**src/rtl/bcd_scan_ctrl.sv**
```systemverilog
// Scans NUM_DIGITS packed BCD digits through one shared decoder, with a double-buffered frame load.
// Optional build macro BCD_SCAN_LEADING_ZERO_BLANK_EN suppresses leading zero digits.
module bcd_scan_ctrl #(
    parameter int NUM_DIGITS   = 4,
    parameter int DWELL_CYCLES = 1000,
    parameter int BLANK_CYCLES = 2
) (
    input  logic                    clk,
    input  logic                    rst_n,
    input  logic                    load_valid,
    output logic                    load_ready,
    input  logic [4*NUM_DIGITS-1:0] load_data,
    output logic [3:0]              bcd_out,
    output logic                    dec_en,
    output logic [NUM_DIGITS-1:0]   digit_sel,
    output logic                    err,
    output logic                    scan_done
);

    localparam int MAX_CYC = (DWELL_CYCLES > BLANK_CYCLES) ?
                             ((DWELL_CYCLES > 2) ? DWELL_CYCLES : 2) :
                             ((BLANK_CYCLES > 2) ? BLANK_CYCLES : 2);
    localparam int CNT_W = $clog2(MAX_CYC);
    localparam int IDX_W = (NUM_DIGITS > 1) ? $clog2(NUM_DIGITS) : 1;
    localparam logic [CNT_W-1:0] DWELL_LAST = CNT_W'(DWELL_CYCLES - 1);
    localparam logic [CNT_W-1:0] BLANK_LAST = CNT_W'((BLANK_CYCLES > 0) ? BLANK_CYCLES - 1 : 0);
    localparam logic [IDX_W-1:0] IDX_LAST   = IDX_W'(NUM_DIGITS - 1);

    typedef enum logic [1:0] {IDLE, DWELL, BLANK} state_t;

    state_t                  state_reg;
    logic [IDX_W-1:0]        idx_reg;
    logic [CNT_W-1:0]        cnt_reg;
    logic [4*NUM_DIGITS-1:0] active_reg;
    logic [4*NUM_DIGITS-1:0] shadow_reg;
    logic                    pending_reg;
    logic                    load_ready_reg;
    logic [3:0]              bcd_out_reg;
    logic                    dec_en_reg;
    logic [NUM_DIGITS-1:0]   digit_sel_reg;
    logic                    err_reg;
    logic                    scan_done_reg;

    logic                    accept;
    logic                    dwell_end;
    logic                    blank_end;
    logic                    advance;
    logic                    wrap;
    logic                    active_write;
    logic                    show_next;
    logic                    lit_next;
    logic                    pending_next;
    logic [IDX_W-1:0]        idx_next;
    logic [4*NUM_DIGITS-1:0] active_next;
    logic [3:0]              bcd_next;
    logic [NUM_DIGITS-1:0]   bad_next;
    logic [NUM_DIGITS-1:0]   nz_next;

    assign accept       = load_valid & load_ready_reg;
    assign dwell_end    = (cnt_reg == DWELL_LAST);
    assign blank_end    = (cnt_reg == BLANK_LAST);
    assign advance      = ((state_reg == DWELL) && dwell_end && (BLANK_CYCLES == 0)) ||
                          ((state_reg == BLANK) && blank_end);
    assign wrap         = advance && (idx_reg == IDX_LAST);
    assign active_write = ((state_reg == IDLE) && accept) || (wrap && pending_reg);
    assign active_next  = ((state_reg == IDLE) && accept) ? load_data :
                          (wrap && pending_reg)           ? shadow_reg : active_reg;
    assign idx_next     = (state_reg == IDLE) ? '0 :
                          advance ? (wrap ? '0 : idx_reg + 1'b1) : idx_reg;
    assign show_next    = ((state_reg == IDLE) && accept) ||
                          ((state_reg == DWELL) && !dwell_end) || advance;
    // A load taken while running lands in the shadow; a wrap only consumes what was already pending.
    assign pending_next = ((state_reg != IDLE) && accept) ? 1'b1 :
                          wrap ? 1'b0 : pending_reg;
    assign bcd_next     = active_next[4*idx_next +: 4];

    genvar gi;
    generate
        for (gi = 0; gi < NUM_DIGITS; gi++) begin : g_digit
            assign bad_next[gi] = (active_next[4*gi +: 4] > 4'd9);
            assign nz_next[gi]  = (active_next[4*gi +: 4] != 4'd0);
        end
    endgenerate

`ifdef BCD_SCAN_LEADING_ZERO_BLANK_EN
    logic [IDX_W-1:0] msd_next;
    always_comb begin
        msd_next = '0;
        for (int i = 1; i < NUM_DIGITS; i++) begin
            if (nz_next[i]) msd_next = IDX_W'(i);
        end
    end
    assign lit_next = (idx_next <= msd_next);
`else
    logic unused_nz;
    assign unused_nz = ^nz_next;
    assign lit_next  = 1'b1;
`endif

    always_ff @(posedge clk) begin
        if (!rst_n) begin
            state_reg      <= IDLE;
            idx_reg        <= '0;
            cnt_reg        <= '0;
            active_reg     <= '0;
            shadow_reg     <= '0;
            pending_reg    <= 1'b0;
            load_ready_reg <= 1'b1;
            bcd_out_reg    <= '0;
            dec_en_reg     <= 1'b0;
            digit_sel_reg  <= '0;
            err_reg        <= 1'b0;
            scan_done_reg  <= 1'b0;
        end else begin
            active_reg     <= active_next;
            idx_reg        <= idx_next;
            pending_reg    <= pending_next;
            load_ready_reg <= ~pending_next;
            scan_done_reg  <= wrap;
            if ((state_reg != IDLE) && accept) shadow_reg <= load_data;
            if (active_write) err_reg <= |bad_next;

            case (state_reg)
                IDLE: begin
                    if (accept) begin
                        state_reg <= DWELL;
                        cnt_reg   <= '0;
                    end
                end
                DWELL: begin
                    if (dwell_end) begin
                        state_reg <= (BLANK_CYCLES > 0) ? BLANK : DWELL;
                        cnt_reg   <= '0;
                    end else begin
                        cnt_reg <= cnt_reg + 1'b1;
                    end
                end
                BLANK: begin
                    if (blank_end) begin
                        state_reg <= DWELL;
                        cnt_reg   <= '0;
                    end else begin
                        cnt_reg <= cnt_reg + 1'b1;
                    end
                end
                default: state_reg <= IDLE;
            endcase

            // Blanking keeps bcd_out so the decoder input does not glitch between digits.
            if (show_next) begin
                bcd_out_reg   <= bcd_next;
                digit_sel_reg <= lit_next ? (NUM_DIGITS'(1) << idx_next) : '0;
                dec_en_reg    <= lit_next && (bcd_next <= 4'd9);
            end else if ((state_reg == DWELL) && dwell_end) begin
                digit_sel_reg <= '0;
                dec_en_reg    <= 1'b0;
            end
        end
    end

    assign load_ready = load_ready_reg;
    assign bcd_out    = bcd_out_reg;
    assign dec_en     = dec_en_reg;
    assign digit_sel  = digit_sel_reg;
    assign err        = err_reg;
    assign scan_done  = scan_done_reg;

endmodule

```
**config.mk**
```make
export PLATFORM = sky130hd
export DESIGN_NAME = bcd_scan_ctrl
export DESIGN_NICKNAME = d
export VERILOG_FILES = /design/src/rtl/bcd_scan_ctrl.sv
export SDC_FILE = /design/constraint.sdc
export NUM_CORES = 1
export LEC_CHECK = 0
export ABC_AREA = 1
export ABC_CLOCK_PERIOD_IN_PS = 2400
export CORE_MARGIN = 2
export CORE_UTILIZATION = 35
export DETAILED_ROUTE_END_ITERATION = 16
export GPL_TIMING_DRIVEN = 0
export HOLD_SLACK_MARGIN = 0.1
export PLACE_DENSITY = 0.52
export SYNTH_ARGS = -nofsm -noshare
export SYNTH_HDL_FRONTEND = slang
export SYNTH_SLANG_ARGS = --single-unit
```
**constraint.sdc**
```tcl
create_clock -name clk -period 2.4 [get_ports clk]
set_input_delay 0.48 -clock clk [delete_from_list [all_inputs] [get_ports clk]]
set_output_delay 0.48 -clock clk [all_outputs]
set_load 0.02 [all_outputs]
```
==> flow_summary.ini, run 1 <==
[logic_synthesis]
syn_inst = 408
synth_fp_nets = 434
mappedNetlistArea_sq_um = 2984
synth_top_area_share_pct = 39.58
synth_top_cell_by_area = dfxtp_1
synth_edf_count = 0
synthArstFlopShare_pct = 0
yosys_register_bits = 59
synthFlopType = dfxtp_1
synth_area_leaders = dfxtp_1, nand2_1, nor2_1
yosysSeqAreaShare_pct = 39.58
synth_cell_types = 46
synth_warnings = 0
avgSynthCellArea_sq_um = 7.314

[routing]
num_vias = 2747
avgRoutedWirePerCell_um = 13.95
wl_um = 7810
via_per_inst = 4.905
firstDrtPassIters = 5
remaining_drc_errors = 0
ant_nets = 0
first_iter_violations = 86

[power_and_ir_drop]
power.density_nw_per_um2 = 1031
ir_drop_uv = 435.4
p_leak_nw = 1.556

[setup_path]
worstRegToRegCells = 14
crit_path_end_kind = flip-flop
required_ps = 2610
cp_max_fo = 8
crit_arrival_ps = 2390
critPathBufInv = 3
r2r_slack_ps = 220
path_cells = inv_1, ha_1, buf_2, inv_1, nor3_4, nand4_1, nand3_1, nand2_1, nand2_1, nand2_1, o21ai_2, nand2_1, nor2_1, nor2_1
cp_slowest_stage_delay_ps = 330
r2r-start = state_reg[0]
cp_common_cell = nand2_1
crit_type = reg2reg
reg2reg_to = dec_en
crit_slowest_cell = dfxtp_1
crit_family = simple AND/OR/NAND/NOR gates
critPathLaunchType = flip-flop

[die]
start_util_pct = 36.14
core_area_sq_um = 8258
die_x_um = 96.34
dieArea_sq_um = 9280
fp.dieH_um = 96.34
num_io_pins = 31
rows = 33

[status]
status = completed

[sta]
finalHoldViolCount = 0
final_max_slew_viol_count = 0
finalClockSkew_ps = 8.860
setup_viol = 0
relSlewSlack_pct = 62.07
rsz0062_at_grt = false
whs_ps = 462.1
min_period_ps = 2175
worstMarginPinSlew_ps = 568.9
fin_crit_sh_pct = 90.63
fmax_mhz = 459.7

[cells_and_area]
nets = 476
fin_cells = 560
mostFrequentLayoutCells = nand2_1, dfxtp_1, nor2_1
syn_to_final_growth_pct = 22.35
mostFrequentLayoutCell = nand2_1
layout-drive-gt1-share_pct = 16.04
multi_input_area_sq_um = 1589
n_fill_cell = 874
seq_area_sq_um = 1181
fin_area_sq_um = 3651
diodes = 0

[placement]
placedInstanceArea_sq_um = 3416
place.gp.congestion = 0.8174
placedCellCount = 543
dp_hpwl_um = 5636
io_buffer_count = 30

[min_path]
hold_class = reg2reg
hold_start = shadow_reg[7]
holdPathStages = 2
hold_end = shadow_reg[7]

[global_route]
grt_overflow_total = 0
grt.total_usage_pct = 18.30
grt_pass1_vias = 2589
antenna_found_initial = 0
grt_pass1_wl_um = 12690
grt_max_degree = 11

[clock_network]
cts_tree = done
root_buffer = clkbuf_8
htreeDepth = 3
clock_path_buffers = 2
insertion_delay_ps = 340
cts_sinks = 59
cts-buffers-inserted = 9
clk_pin_slew_ps = 70

[job]
cap_violations = 0
[worst max-delay path by stage]
stage | start | endpoint | slack (ps) | depth (start not counted)
after floorplan | state_reg[0] | dec_en | 530 | 14
after global placement | load_valid | cnt_reg[8] | -220 | 7
after detailed placement | load_valid | cnt_reg[9] | -190 | 7
after CTS | state_reg[1] | dec_en | 80 | 14
after global routing | state_reg[1] | dec_en | 20 | 14
final | state_reg[0] | dec_en | 220 | 14
[final cells by class]
class	count	area share, %
multi-input combinational	288	43.52
sequential	59	32.35
timing repair buffer	31	8.430
inverter	45	4.626
clock buffer	11	4.147
tap	105	3.598
buffer	16	2.570
clock inverter	5	0.7539
[kinds of logic (layout without fill, tap and decap cells)]
| group | count (synthesis) | count (layout) | synth area share (%) |
|---|---|---|---|
| xor+xnor | 4 | 4 | 1.174 |
| fa+ha+maj | 7 | 7 | 2.935 |
| buf+inv | 61 | 108 | 8.763 |
| compound gates | 64 | 64 | 11.78 |
| flops | 59 | 59 | 39.58 |
| simple gates | 213 | 213 | 35.77 |
[worst reg2reg max path, cell delays in order (launching register included)]
cell	delay, ps
dfxtp_1	330
inv_1	100
ha_1	140
buf_2	240
inv_1	120
nor3_4	250
nand4_1	120
nand3_1	80
nand2_1	110
nand2_1	90
nand2_1	70
o21ai_2	190
nand2_1	70
nor2_1	90
nor2_1	40
[routing by layer]
| layer | track usage [%] | vias to the layer above | part of all wire [%] |
|---|---|---|---|
| met1 | 23.70 | 1279 | 48 |
| li1 | - | 1404 | - |
| met3 | 3.915 | 13 | 3.9 |
| met4 | 8.099 | 0 | 2.0 |
| met2 | 29.22 | 51 | 46 |
| met5 | 0 | - | 0 |
[synthesized netlist by cell type (all sizes together), types with 2 or more instances]
cell type / n
a31oi: 2
clkinv: 2
nand4: 10
a21oi: 27
clkbuf: 7
ha: 7
inv: 43
nor2: 60
o21ai: 28
or2: 4
nand3: 30
nor3: 9
buf: 9
xor2: 2
xnor2: 2
dfxtp: 59
and2: 4
nand2: 93
o211ai: 2
[power breakdown]
part           switching [W]  leakage, nW  internal [W]
combinational        0.00104        0.978      0.000580
clock               0.000407       0.0949      0.000423
sequential          0.000106        0.483       0.00121
total                0.00155         1.56       0.00221
[metrics by stage]
step                      setup WS, ps  total power, W  util [%]  TNS, ps
after detailed placement        -192.6        0.002917     41.36    -1714
final                            224.8        0.003764     44.21        0
after CTS                        83.21        0.003757     43.53        0
after global placement          -219.8        0.002905     41.36    -1915
after floorplan                  526.4        0.002444         -        0
after global routing             22.26        0.004057     44.21        0
[timing repair]
action                                  CTS  global route
buffers inserted                          0             1
resized for setup                         0            13
hold buffers                              0             0
endpoints found under the setup margin    0            10
(Power assumes the default switching activity.)
==> run 2: changes to the inputs <==
Settings changed: CORE_UTILIZATION 35 to 56, PLACE_DENSITY 0.52 to 0.77, SLEW_MARGIN set to 20.
==> run 2 against run 1 <==
  * Routed wire length is 3.6% lower
  * Flip-flop and latch count is the same
  * Non-clock buffer count increased by 1
  * Critical path depth grew 1
==> flow_summary.ini, run 2 (synthesized netlist as in run 1, its figures left out) <==
[status]
status = completed

[setup_path]
r2r-start = cnt_reg[1]
path_cells = inv_1, ha_1, nand2_1, nor2_8, nand2_4, nand2_2, nand3_1, nor2_4, nand3_1, nand2_1, nor2_1, nand2_1, nor2_1, nor2_1, nor2_1
crit_slowest_cell = dfxtp_1
r2r_slack_ps = 140
cp_common_cell = nor2_1
critPathLaunchType = flip-flop
required_ps = 2610
reg2reg_to = dec_en
cp_slowest_stage_delay_ps = 350
crit_arrival_ps = 2460
crit_path_end_kind = flip-flop
worstRegToRegCells = 15
crit_type = reg2reg
cp_max_fo = 7

[routing]
ant_nets = 0
wl_um = 7525
firstDrtPassIters = 4
via_per_inst = 5.418
avgRoutedWirePerCell_um = 14.31
num_vias = 2850
remaining_drc_errors = 0
first_iter_violations = 234

[clock_network]
cts_sinks = 59
clk_pin_slew_ps = 70
htreeDepth = 3
cts-buffers-inserted = 9
clock_path_buffers = 2
cts_hold_buf = 0
insertion_delay_ps = 340
root_buffer = clkbuf_8
cts_tree = done

[global_route]
grt_overflow_total = 0
grt_pass1_vias = 2727
grt_max_degree = 11
grt.total_usage_pct = 26.86
grt_pass1_wl_um = 12570
antenna_found_initial = 0

[sta]
fmax_mhz = 443.1
relSlewSlack_pct = 61.95
finalClockSkew_ps = 9.444
worstMarginPinSlew_ps = 570.8
final_max_slew_viol_count = 0
min_period_ps = 2257
tns_ps = 0
setup_viol = 0
rsz0062_at_grt = true
fin_crit_sh_pct = 94.03
finalHoldViolCount = 0

[placement]
io_buffer_count = 30
placedCellCount = 508
place.gp.congestion = 0.8478
dp_hpwl_um = 5226

[min_path]
holdPathStages = 2
hold_start = shadow_reg[7]
hold_end = shadow_reg[7]
hold_class = reg2reg

[cells_and_area]
mostFrequentLayoutCell = nand2_1
layout-drive-gt1-share_pct = 15.79
n_fill_cell = 436
mostFrequentLayoutCells = nand2_1, dfxtp_1, nor2_1
fin_cells = 526
nets = 477
syn_to_final_growth_pct = 23.35
diodes = 0
multi_input_area_sq_um = 1572
seq_area_sq_um = 1182

[die]
die_x_um = 77
rows = 26
start_util_pct = 58.06
fp.dieH_um = 77
dieArea_sq_um = 5929
num_io_pins = 31
core_area_sq_um = 5140

[power_and_ir_drop]
power.density_nw_per_um2 = 1119
ir_drop_uv = 726.3
p_leak_nw = 1.592

[job]
cap_violations = 0
[run 2: per-stage QoR]
step,total power (W),area [sq um],hold WS [ps],setup slack (ps),util (%)
floorplan,0.002444,2984,429.8,526.4,-
global placement,0.002854,3372,442.4,-178.0,65.60
detailed placement,0.002900,3372,446.8,-186.2,65.60
CTS,0.004073,3632,455.7,62.02,70.67
global route,0.004385,3681,485.5,-20.44,71.62
finish,0.004120,3681,457.8,143.2,71.62
[run 2: worst max-delay path by stage]
stage          slack, ps  cells after the start          from      to
3_5_place_dp        -190                     13    load_valid  dec_en
6_report             140                     15    cnt_reg[1]  dec_en
4_1_cts               60                     14  state_reg[0]  dec_en
3_3_place_gp        -180                     13    load_valid  dec_en
5_1_grt              -20                     15    cnt_reg[1]  dec_en
2_1_floorplan        530                     14  state_reg[0]  dec_en
[run 2: cell type report]
type | instances | area share [%]
Buffer | 16 | 2.583
Multi-Input combinational cell | 288 | 42.69
Clock buffer | 12 | 4.487
Sequential cell | 59 | 32.12
Tap cell | 70 | 2.379
Clock inverter | 4 | 2.583
Timing Repair Buffer | 32 | 8.566
Inverter | 45 | 4.589
[run 2: what timing repair did]
| action | in CTS | in global routing |
|---|---|---|
| resized for setup | 0 | 9 |
| endpoints found under the setup margin | 0 | 12 |
| setup buffers | 0 | 2 |
| hold endpoints to repair | 0 | 0 |
[run 2: power by group]
group,leakage (nW),total [W],internal (W),switching (W)
logic,0.975,0.00162,0.000582,0.00104
clock network,0.133,0.00117,0.000773,0.000399
registers,0.484,0.00132,0.00121,0.000111
[run 2: worst max-delay path, delay by kind of cell (launching register included)]
family | cells | cell delay [ps]
DFF | 1 | 350
and+or+nand+nor | 13 | 1560
buffers and inverters | 1 | 70
adders and majority gates | 1 | 150
[run 2: routing by layer]
metal	GRT usage (%)	vias up	wire [um]
li1	-	1408	-
met5	0	-	0
met1	32.79	1328	3236
met4	11.96	0	178
met2	46.75	93	3670
met3	4.118	21	439
